==> src/rtl/mips_pkg.sv <==
// Shared definitions for the single-cycle MIPS boot path.
// Holds the program-loader state encoding and stream framing constants.
package mips_pkg;

    typedef enum logic [2:0] {
        LEN_HI,
        LEN_LO,
        DATA,
        WRITE,
        DONE,
        ERR
    } loader_state_t;

    localparam int unsigned WORD_BYTES = 4;
    localparam int unsigned LEN_BYTES  = 2;

endpackage

==> src/rtl/word_assembler.sv <==
// Packs a big-endian byte stream into 32-bit words.
// word reflects the register with the byte being accepted merged in at the low end.
module word_assembler
    import mips_pkg::*;
(
    input  logic        clock,
    input  logic        reset,
    input  logic        shift,
    input  logic        clear,
    input  logic [7:0]  byte_in,
    output logic [31:0] word,
    output logic        word_full
);

    logic [31:0] word_q;
    logic [1:0]  byte_cnt_q;

    always_ff @(posedge clock or negedge reset) begin
        if (!reset) begin
            word_q     <= '0;
            byte_cnt_q <= '0;
        end else if (clear) begin
            byte_cnt_q <= '0;
        end else if (shift) begin
            word_q     <= {word_q[23:0], byte_in};
            byte_cnt_q <= byte_cnt_q + 2'd1;
        end
    end

    // Asserted on the accept that completes the word, so the caller can latch it same-edge.
    always_comb begin
        word      = {word_q[23:0], byte_in};
        word_full = shift && (byte_cnt_q == 2'(WORD_BYTES - 1));
    end

endmodule

==> src/rtl/inst_loader.sv <==
// Boot-time program loader: length-prefixed byte stream in, instruction-memory writes out.
// Holds the processor in reset until the whole program has been written.
module inst_loader
    import mips_pkg::*;
#(
    parameter int unsigned ADDR_WIDTH = 8
) (
    input  logic        clock,
    input  logic        reset,
    input  logic        byte_valid,
    input  logic [7:0]  byte_data,
    output logic        byte_ready,
    input  logic        start,
    output logic        mem_we,
    output logic [31:0] mem_addr,
    output logic [31:0] mem_wdata,
    output logic        cpu_hold,
    output logic        done,
    output logic        error
);

    localparam int unsigned DEPTH = 1 << ADDR_WIDTH;
    localparam logic [ADDR_WIDTH:0] IDX_ONE = 1;

    loader_state_t         state_q, state_d;
    logic [15:0]           count_q, count_d;
    logic [ADDR_WIDTH:0]   word_idx_q, word_idx_d;
    logic [31:0]           mem_addr_q, mem_addr_d;
    logic [31:0]           mem_wdata_q, mem_wdata_d;

    logic        accept;
    logic        asm_shift;
    logic        asm_clear;
    logic        word_full;
    logic [31:0] asm_word;
    logic [15:0] len_full;
    logic        last_word;

    assign accept    = byte_valid & byte_ready;
    assign asm_shift = accept & (state_q == DATA);
    assign len_full  = {count_q[15:8], byte_data};
    assign last_word = (32'(word_idx_q) == (32'(count_q) - 32'd1));

    word_assembler u_word_assembler (
        .clock     (clock),
        .reset     (reset),
        .shift     (asm_shift),
        .clear     (asm_clear),
        .byte_in   (byte_data),
        .word      (asm_word),
        .word_full (word_full)
    );

    always_ff @(posedge clock or negedge reset) begin
        if (!reset) begin
            state_q <= LEN_HI;
        end else begin
            state_q <= state_d;
        end
    end

    always_comb begin
        state_d = state_q;
        unique case (state_q)
            LEN_HI: if (accept) state_d = LEN_LO;
            LEN_LO: begin
                if (accept) begin
                    if (len_full == 16'd0) begin
                        state_d = DONE;
                    end else if (32'(len_full) > DEPTH) begin
                        state_d = ERR;
                    end else begin
                        state_d = DATA;
                    end
                end
            end
            DATA:      if (word_full) state_d = WRITE;
            WRITE:     state_d = last_word ? DONE : DATA;
            DONE, ERR: if (start) state_d = LEN_HI;
            default:   state_d = LEN_HI;
        endcase
    end

    always_comb begin
        byte_ready = 1'b0;
        mem_we     = 1'b0;
        done       = 1'b0;
        error      = 1'b0;
        cpu_hold   = 1'b1;
        unique case (state_q)
            LEN_HI, LEN_LO, DATA: byte_ready = 1'b1;
            WRITE:                mem_we     = 1'b1;
            DONE: begin
                done     = 1'b1;
                cpu_hold = 1'b0;
            end
            ERR:     error = 1'b1;
            default: ;
        endcase
    end

    // Address/data are latched on the completing byte and then held, so they stay
    // stable through WRITE and afterwards until the next word completes.
    always_comb begin
        count_d     = count_q;
        word_idx_d  = word_idx_q;
        mem_addr_d  = mem_addr_q;
        mem_wdata_d = mem_wdata_q;
        asm_clear   = 1'b0;
        case (state_q)
            LEN_HI: if (accept) count_d[15:8] = byte_data;
            LEN_LO: begin
                if (accept) begin
                    count_d[7:0] = byte_data;
                    word_idx_d   = '0;
                    asm_clear    = 1'b1;
                end
            end
            WRITE: begin
                if (!last_word) begin
                    word_idx_d = word_idx_q + IDX_ONE;
                    asm_clear  = 1'b1;
                end
            end
            default: ;
        endcase
        if (word_full) begin
            mem_addr_d  = 32'(word_idx_q) << 2;
            mem_wdata_d = asm_word;
        end
    end

    always_ff @(posedge clock or negedge reset) begin
        if (!reset) begin
            count_q     <= '0;
            word_idx_q  <= '0;
            mem_addr_q  <= '0;
            mem_wdata_q <= '0;
        end else begin
            count_q     <= count_d;
            word_idx_q  <= word_idx_d;
            mem_addr_q  <= mem_addr_d;
            mem_wdata_q <= mem_wdata_d;
        end
    end

    assign mem_addr  = mem_addr_q;
    assign mem_wdata = mem_wdata_q;

endmodule
==> config.mk <==
export PLATFORM = sky130hd
export DESIGN_NAME = inst_loader
export DESIGN_NICKNAME = d
export VERILOG_FILES = /design/src/rtl/mips_pkg.sv /design/src/rtl/word_assembler.sv /design/src/rtl/inst_loader.sv
export SDC_FILE = /design/constraint.sdc
export NUM_CORES = 1
export LEC_CHECK = 0
export BUFFER_PORTS_ARGS = -buffer_cell sky130_fd_sc_hd__buf_2
export CORE_MARGIN = 2
export CORE_UTILIZATION = 40
export DETAILED_ROUTE_END_ITERATION = 10
export GPL_ROUTABILITY_DRIVEN = 0
export HOLD_SLACK_MARGIN = 0.05
export PLACE_DENSITY = 0.59
export SLEW_MARGIN = 10
export SYNTH_ARGS = -nofsm -noshare
export SYNTH_HDL_FRONTEND = slang
export SYNTH_SLANG_ARGS = --single-unit
==> constraint.sdc <==
create_clock -name clock -period 7.16 [get_ports clock]
set_input_delay 0.358 -clock clock [delete_from_list [all_inputs] [get_ports clock]]
set_output_delay 0.358 -clock clock [all_outputs]
set_load 0.05 [all_outputs]
**Word-level counts from Yosys, hierarchy flattened**

Index checks and enable logic that the tools add are counted.

- Input port bits: 12
- Memories: 0
- Bits in registers: 95
- Output and inout port bits: 69
- Bits in latches: 0
- RAM bits: 0
- Memory bits (read-only): 0

- Reductions and logical operators: 12
- $add $sub $neg: 3
- Multiplexer cells: 21
- Equal/unequal tests: 12
- Multiply operators: 0
- Shifts and indexed selects: 0
- Div/mod/pow operators: 0
- Order comparisons: 1
- Bitwise operators: 3

Operators with widths:

| kind | number |
|---|---|
| $eq A9 B32 Y1 | 1 |
| $mux W3 | 7 |
| $mux W9 | 2 |
| $pmux W9 S2 | 1 |
| $sub A16 B1 Y17 const B | 1 |
| $gt A16 B9 Y1 const B | 1 |
| $logic_not A16 Y1 | 1 |
| $pmux W3 S5 | 1 |
| $add A9 B1 Y9 const B | 1 |
| $ne A2 B2 Y1 const B | 4 |
| $mux W1 | 7 |
| $eq A3 B2 Y1 const B | 2 |
| $eq A3 B3 Y1 const B | 2 |
| $reduce_and A2 Y1 | 3 |
| $mux W2 | 2 |
| $reduce_and A4 Y1 | 1 |
| $reduce_bool A2 Y1 | 2 |
| $eq A3 B1 Y1 const B | 1 |
| $logic_not A3 Y1 | 1 |
| $reduce_and A3 Y1 | 1 |
| $reduce_or A3 Y1 | 1 |
| $add A2 B1 Y2 const B | 1 |
| $and A1 B1 Y1 | 2 |
| $eq A2 B2 Y1 const B | 1 |
| 5 further kinds | 5 |

**Longest topological paths before layout**

Gate-level depths: netlist of run 1.

- Depth in word-level cells: 8
- Mapped depth: 10

**Modules after synthesis**

Synthesis of run 1 repeated with hierarchy kept, for this count alone.

- Cells, all modules: 390
- Area, all modules: 4748.3 um^2

By module, submodules not included:

| module | instances | cells each | area each (um^2) | seq. area each (um^2) |
|---|---|---|---|---|
| inst_loader | 1 | 322 | 3580.9 | 1726.7 |
| word_assembler | 1 | 68 | 1167.4 | 650.6 |

**Worst setup path after synthesis of run 1**

OpenSTA, ideal clock, no wires.

- Path kind: reg2reg
- From: reg count_q[2]
- To: reg word_idx_q[4]
- Path slack: 4.406 ns
- Arrival time: 2.679 ns
- Buffers on the path: 2
- Stages on the path, launching flop included: 10
- Path through: dfrtp_1 > buf_6 > or4_4 > nor4_1 > mux2i_1 > a2bb2oi_1 > o31ai_4 > buf_6 > or4_1 > a21oi_2

- Cells in the longest elaborated chain, start to end: 4

RTL lines:

| what | line | RTL |
|---|---|---|
| start: declaration | inst_loader.sv:26 | `logic [15:0] count_q, count_d;` |
| start signal: assignment | inst_loader.sv:140 | `count_q <= count_d;` |
| $sub A16 B1 Y17 | inst_loader.sv:42 | `assign last_word = (32'(word_idx_q) == (32'(count_q) - 32'd1));` |
| $eq A9 B32 Y1 | inst_loader.sv:42 |  |
| $ne A2 B2 Y1 (no line) | - |  |
| $reduce_and A3 Y1 (no line) | - |  |
| end signal: assignment | inst_loader.sv:141 | `word_idx_q <= word_idx_d;` |
| end: declaration | inst_loader.sv:27 | `logic [ADDR_WIDTH:0] word_idx_q, word_idx_d;` |

No other way between the ends.
A chain may end at the register's enable or synchronous reset.

**Worst setup path in the final report of run 1**

- From: reg count_q[3]
- To: reg word_idx_q[6]

The elaborated chain is that of the path after synthesis.

==> run summary, run 1 <==
Setup crit end kind: register
Final Setup Violations: 0
WL per Instance: 14.3 um
Final min period: 3130 ps
Max IR drop VDD: 0.207 mV
R2R depth: 7
worst slew pin tran: 1080 ps
Post-DP HPWL: 5940 um
Min-Delay Endpoint: state_q[2]$_DFFE_PN0P_
row cnt: 38
Global Route Usage Sum: 0.159
post-CTS setup repair buffer count: 0
clock slew at reported path FFs: 90 ps
initial antenna violation count: 0
die area: 0.0118 mm^2
#FFs+latches synth: 95
Post-Synthesis Cells: 416
Int Pwr: 0.00120 W
TritonCTS clock tree: yes
Die X: 109 um
crit-path max FO: 11
post-cts sizing count: 0
filler cell count: 1042
Ys Warns: 0
routed vias/inst: 4.96
Avg Cell Area, Syn: 10.5 um^2
family with the most delay on the worst path: simple AND/OR/NAND/NOR gates
Initial Util: 0.407
sequential area share after synthesis: 0.542
Layout area overhead: 12.2%
Gate power share: 0.424
H-tree depth: 3
# hold bufs at CTS: 1
unrepaired setup endpoints after global routing: false
DRC viols: 0
Overflow after GRT: 0
first-pass detailed-route iteration total: 4
vias in the first global route: 2837
Die Y: 109 um
final WL: 8730 um
status: finished, final reports clean
CP Data Arrival Time: 3410 ps
nets@finish: 483
FMAX: 320 MHz
Root Buffer: clkbuf_8
leakage: 2.44 nW
switching part of the total: 0.451
max incr delay on CP: 600 ps
CTS max path bufs: 2
final core occ: 0.456
crit-path cells: or4_4 > or3_4 > o211ai_1 > or4b_4 > o31ai_4 > or4_1 > mux2i_1
share of layout cells above drive strength 1: 0.278
Clock power frac: 0.180
Via Count: 3033
Worst Path Buf+Inv: 0
flop2flop setup slack: 4030 ps
number of clock sinks: 95
number of max-cap violations: 0
clk_skew: 11.5 ps
largest net degree at the start of global routing: 55
TNS Setup: 0 ps
post-route ant nets: 0
CP Class: register to register
clock buffers created by TritonCTS: 9
Unique masters post-synth: 43
first-pass GRT wire length: 14300 um
Skew-Pair Late Insertion Delay: 370 ps
drt first-iter violations: 158
crit path launch type: register
I/O Buffers: 57
Post-Synthesis Cell Area: 0.00439 mm^2
Slew HR: 0.276
R2R Path End: word_idx_q[6]$_DFFE_PN0P_
number of diodes: 0
Cells on Worst Hold Path: 2
Seq pwr share: 0.396
CP max-delay cell: or4_4
HP Class: input port to register
io pins: 81
final hold viol count: 0
Final Max Tran Viols: 0
Req. time, crit path: 7440 ps
Std-Cell Core Area: 0.0108 mm^2
reg2reg start: count_q[3]$_DFFE_PN0P_
Power Dens Cells: 444 mW/mm^2
period utilization: 0.437
min-delay src: start
sw power: 0.000988 W
==> worst reg2reg max path: stages, from the launching register on <==
cell,delay (ps)
dfrtp_1,470
or4_4,600
or3_4,360
o211ai_1,190
or4b_4,520
o31ai_4,510
or4_1,200
mux2i_1,200
==> registers in the layout, indices dropped and copies added (netlist names) <==
signal	flops
u_word_assembler.word_q	24
mem_addr	9
u_word_assembler.byte_cnt_q	2
count_q	16
word_idx_q	9
mem_wdata	32
state_q	3
==> stage by stage <==
step           worst slack, ps  total power [W]  cells  hold slack [ps]  instance area [um^2]
2_1_floorplan             4410          0.00160    438             62.4                  4470
3_3_place_gp              4140          0.00180    596              361                  4700
3_5_place_dp              4060          0.00182    596              370                  4700
4_1_cts                   4010          0.00221    612              205                  4920
5_1_grt                   3790          0.00232    612              204                  4920
6_report                  4030          0.00219    612              209                  4920
==> layout by cell type, fill, tap and decap left out, drive strengths merged <==
| cell type | instances |
|---|---|
| o21ai | 16 |
| nand3b | 2 |
| ha | 3 |
| or2 | 1 |
| or4b | 1 |
| dfrtp | 95 |
| nor2b | 2 |
| o211ai | 3 |
| xnor2 | 8 |
| mux2 | 47 |
| a31oi | 3 |
| nand3 | 6 |
| nor4 | 7 |
| nor2 | 5 |
| a21oi | 7 |
| bufinv | 2 |
| dlygate4sd3 | 1 |
| conb | 23 |
| nand4 | 2 |
| o22ai | 3 |
| nor3 | 7 |
| or4 | 8 |
| mux2i | 3 |
| nand2 | 111 |
| and2 | 1 |
| and3 | 2 |
| clkbuf | 9 |
| nand2b | 3 |
| xor2 | 5 |
| o31ai | 4 |
| a21boi | 1 |
| inv | 13 |
| a2bb2oi | 1 |
| buf | 59 |
| or3 | 6 |
| clkinv | 2 |
==> power groups by stage <==
stage | combinational, W | sequential [W] | clock (W)
global placement | 0.000923 | 0.000874 | 0
floorplan | 0.000370 | 0.00123 | 0
detailed placement | 0.000936 | 0.000881 | 0
CTS | 0.000939 | 0.000870 | 0.000405
global route | 0.000999 | 0.000898 | 0.000425
finish | 0.000929 | 0.000866 | 0.000393
==> how the worst max path moves through the flow <==
stage / slack [ps] / depth (start not counted) / to / start
floorplan: 4410 / 9 / word_idx_q[4]$_DFFE_PN0P_ / count_q[2]$_DFFE_PN0P_
global placement: 4140 / 7 / word_idx_q[6]$_DFFE_PN0P_ / count_q[2]$_DFFE_PN0P_
detailed placement: 4060 / 7 / word_idx_q[6]$_DFFE_PN0P_ / count_q[2]$_DFFE_PN0P_
CTS: 4010 / 7 / word_idx_q[6]$_DFFE_PN0P_ / count_q[3]$_DFFE_PN0P_
global route: 3790 / 4 / mem_wdata[26]$_DFFE_PN0P_ / state_q[0]$_DFFE_PN0P_
finish: 4030 / 7 / word_idx_q[6]$_DFFE_PN0P_ / count_q[3]$_DFFE_PN0P_
==> cell usage after synthesis (all sizes together) <==
| cell | number | area, um^2 |
|---|---|---|
| nand2 | 111 | 419 |
| dfrtp | 95 | 2380 |
| mux2 | 47 | 529 |
| buf | 30 | 214 |
| o21ai | 16 | 80.1 |
| clkbuf | 11 | 41.3 |
| inv | 11 | 41.3 |
| or4 | 8 | 63.8 |
| xnor2 | 8 | 70.1 |
| a21oi | 7 | 38.8 |
| nor3 | 7 | 40.0 |
| nor4 | 7 | 43.8 |
| nand3 | 6 | 30.0 |
| or3 | 6 | 42.5 |
| nor2 | 5 | 18.8 |
| xor2 | 5 | 43.8 |
| o31ai | 4 | 48.8 |
| a31oi | 3 | 18.8 |
| ha | 3 | 37.5 |
| mux2i | 3 | 30.0 |
| nand2b | 3 | 18.8 |
| o211ai | 3 | 22.5 |
| o22ai | 3 | 18.8 |
| and3 | 2 | 12.5 |
| nand3b | 2 | 15.0 |
| nand4 | 2 | 12.5 |
| nor2b | 2 | 12.5 |
| a21boi | 1 | 7.51 |
| a2bb2oi | 1 | 8.76 |
| and2 | 1 | 6.26 |
| conb | 1 | 3.75 |
| or2 | 1 | 6.26 |
| or4b | 1 | 13.8 |
==> per-layer routing <==
| layer | track usage | wire (um) | up-vias |
|---|---|---|---|
| met5 | 0 | 0 | - |
| met4 | 0.0714 | 125 | 0 |
| met3 | 0.0257 | 321 | 8 |
| met2 | 0.244 | 4040 | 65 |
| met1 | 0.221 | 4240 | 1491 |
| li1 | - | - | 1469 |
==> layout make-up <==
type                            instances  area [um^2]  share of cell area
Clock inverter                          6         93.8              0.0191
Timing Repair Buffer                   60          313              0.0635
Tap cell                              140          175              0.0356
Clock buffer                            9          124              0.0252
Sequential cell                        95         2380               0.483
Multi-Input combinational cell        291         1800               0.365
Inverter                               11         41.3             0.00839
==> cell families after synthesis <==
family / share of synthesized area
AO/OA/AOI/OAI: 0.0556
flip-flops: 0.542
buffers and inverters: 0.0676
other: 0.000855
adder cells (fa/ha/maj): 0.00856
multiplexers: 0.127
XOR/XNOR: 0.0259
AND/OR/NAND/NOR: 0.172
Power figures use the tool's default switching activity.
==> run 2, diff against run 1 <==
- clock period: 7.16 -> 3.3 ns (I/O delays scaled with it)
==> run summary, run 2 (synthesis gave the netlist of run 1 again) <==
CP Class: register to register
Initial Util: 0.407
filler cell count: 1051
pre-CTS setup slack: 291 ps
most frequent cells in the layout: nand2_1, dfrtp_1, buf_2, mux2_2, conb_1
Slew HR: 0.293
final WL: 9070 um
first-pass detailed-route iteration total: 4
clk_skew: 12.2 ps
largest net degree at the start of global routing: 84
number of diodes: 0
clock slew at reported path FFs: 100 ps
Std-Cell Core Area: 0.0108 mm^2
Die X: 109 um
period utilization: 0.924
Cells on Worst Hold Path: 3
share of layout cells above drive strength 1: 0.283
commonest non-fill, non-tap cell in the layout: nand2_1
first-pass GRT wire length: 15300 um
Overflow after GRT: 0
initial antenna violation count: 0
drt first-iter violations: 191
Global Route Usage Sum: 0.167
Final Max Tran Viols: 0
Post-DP HPWL: 6090 um
post-route ant nets: 0
number of clock sinks: 95
CP Data Arrival Time: 3350 ps
final hold viol count: 0
R2R depth: 7
post-CTS setup repair buffer count: 0
routed vias/inst: 4.97
Post-Layout Cell Count: 620
Final min period: 3050 ps
Layout area overhead: 12.6%
Final Setup Violations: 0
crit path launch type: register
row cnt: 38
flip-flop and latch area: 0.00238 mm^2
H-tree depth: 3
vias in the first global route: 2984
Multi-input gate area: 0.00180 mm^2
Max IR drop VDD: 0.441 mV
WL per Instance: 14.6 um
die area: 0.0118 mm^2
status: finished, final reports clean
Final WS setup: 251 ps
Skew-Pair Late Insertion Delay: 380 ps
Setup crit end kind: register
clock buffers created by TritonCTS: 9
Die Y: 109 um
I/O Buffers: 57
number of max-cap violations: 0
max reg flops: 32
placed cell count: 601
crit-path max FO: 11
Root Buffer: clkbuf_8
nets@finish: 490
HP Class: input port to register
FMAX: 328 MHz
unrepaired setup endpoints after global routing: false
io pins: 81
leakage: 2.44 nW
TNS Setup: 0 ps
CTS max path bufs: 2
TritonCTS clock tree: yes
worst slew pin tran: 1060 ps
Power Dens Cells: 938 mW/mm^2
DRC viols: 0
Req. time, crit path: 3600 ps
Via Count: 3083
==> run 2: cell types whose count changed in the layout (fill, tap and decap cells not counted), sizes merged <==
cell and change:
buf +5, clkinvlp +3, bufinv -2, clkinv -2, dlygate4sd3 +2, clkbuf +1, inv +1
==> run 2: path summary, 6_finish.rpt <==
kind	end	slack (ps)	from
max in group asynchronous	u_word_assembler.word_q[18]$_DFFE_PN0P_	2040	reset
min in group asynchronous	state_q[1]$_DFFE_PN0P_	490	reset
worst max-delay path	word_idx_q[6]$_DFFE_PN0P_	250	count_q[3]$_DFFE_PN0P_
worst max register to register	word_idx_q[6]$_DFFE_PN0P_	250	count_q[3]$_DFFE_PN0P_
worst min register to register	u_word_assembler.word_q[23]$_DFFE_PN0P_	470	u_word_assembler.word_q[23]$_DFFE_PN0P_
worst min-delay path	count_q[7]$_DFFE_PN0P_	60	byte_data[7]
==> run 2: final cells by class <==
type,instances,share of cell area
inverter,11,0.00835
multi-input combinational,291,0.364
clock buffer,10,0.0258
clock inverter,6,0.0104
sequential,95,0.481
tap,140,0.0354
timing repair buffer,67,0.0749
==> run 2: metrics by stage <==
| step | instance area (um^2) | power [W] | hold WS (ps) | utilization |
|---|---|---|---|---|
| after detailed placement | 4730 | 0.00396 | 393 | 0.439 |
| after floorplan | 4470 | 0.00347 | -131 | - |
| final | 4940 | 0.00464 | 59.9 | 0.458 |
| after global placement | 4730 | 0.00392 | 385 | 0.439 |
| after CTS | 4940 | 0.00469 | 55.8 | 0.458 |
| after global routing | 4940 | 0.00493 | 63.1 | 0.458 |
==> run 2: where the power goes <==
part | switching [W] | internal (W) | total [W]
sequential | 0.000312 | 0.00157 | 0.00189
combinational | 0.00142 | 0.000606 | 0.00203
clock | 0.000438 | 0.000285 | 0.000723
==> run 2: worst max-delay path: stages (launching register included) <==
cell	delay, ps
dfrtp_1	460
or4_4	600
or3_4	360
o211ai_1	180
or4b_4	520
o31ai_4	500
or4_1	200
mux2i_1	170
==> run 2: per-layer routing <==
layer | up-vias | share of wire | GRT usage
li1 | 1488 | - | -
met1 | 1526 | 0.49 | 0.239
met2 | 59 | 0.46 | 0.257
met3 | 10 | 0.036 | 0.0323
met4 | 0 | 0.015 | 0.0549
met5 | - | 0 | 0
==> run 2: timing repair <==
| item | 4_1_cts | 5_1_grt |
|---|---|---|
| resized for setup | 0 | 0 |
| hold buffers | 3 | 0 |
| hold endpoints to repair | 83 | 0 |
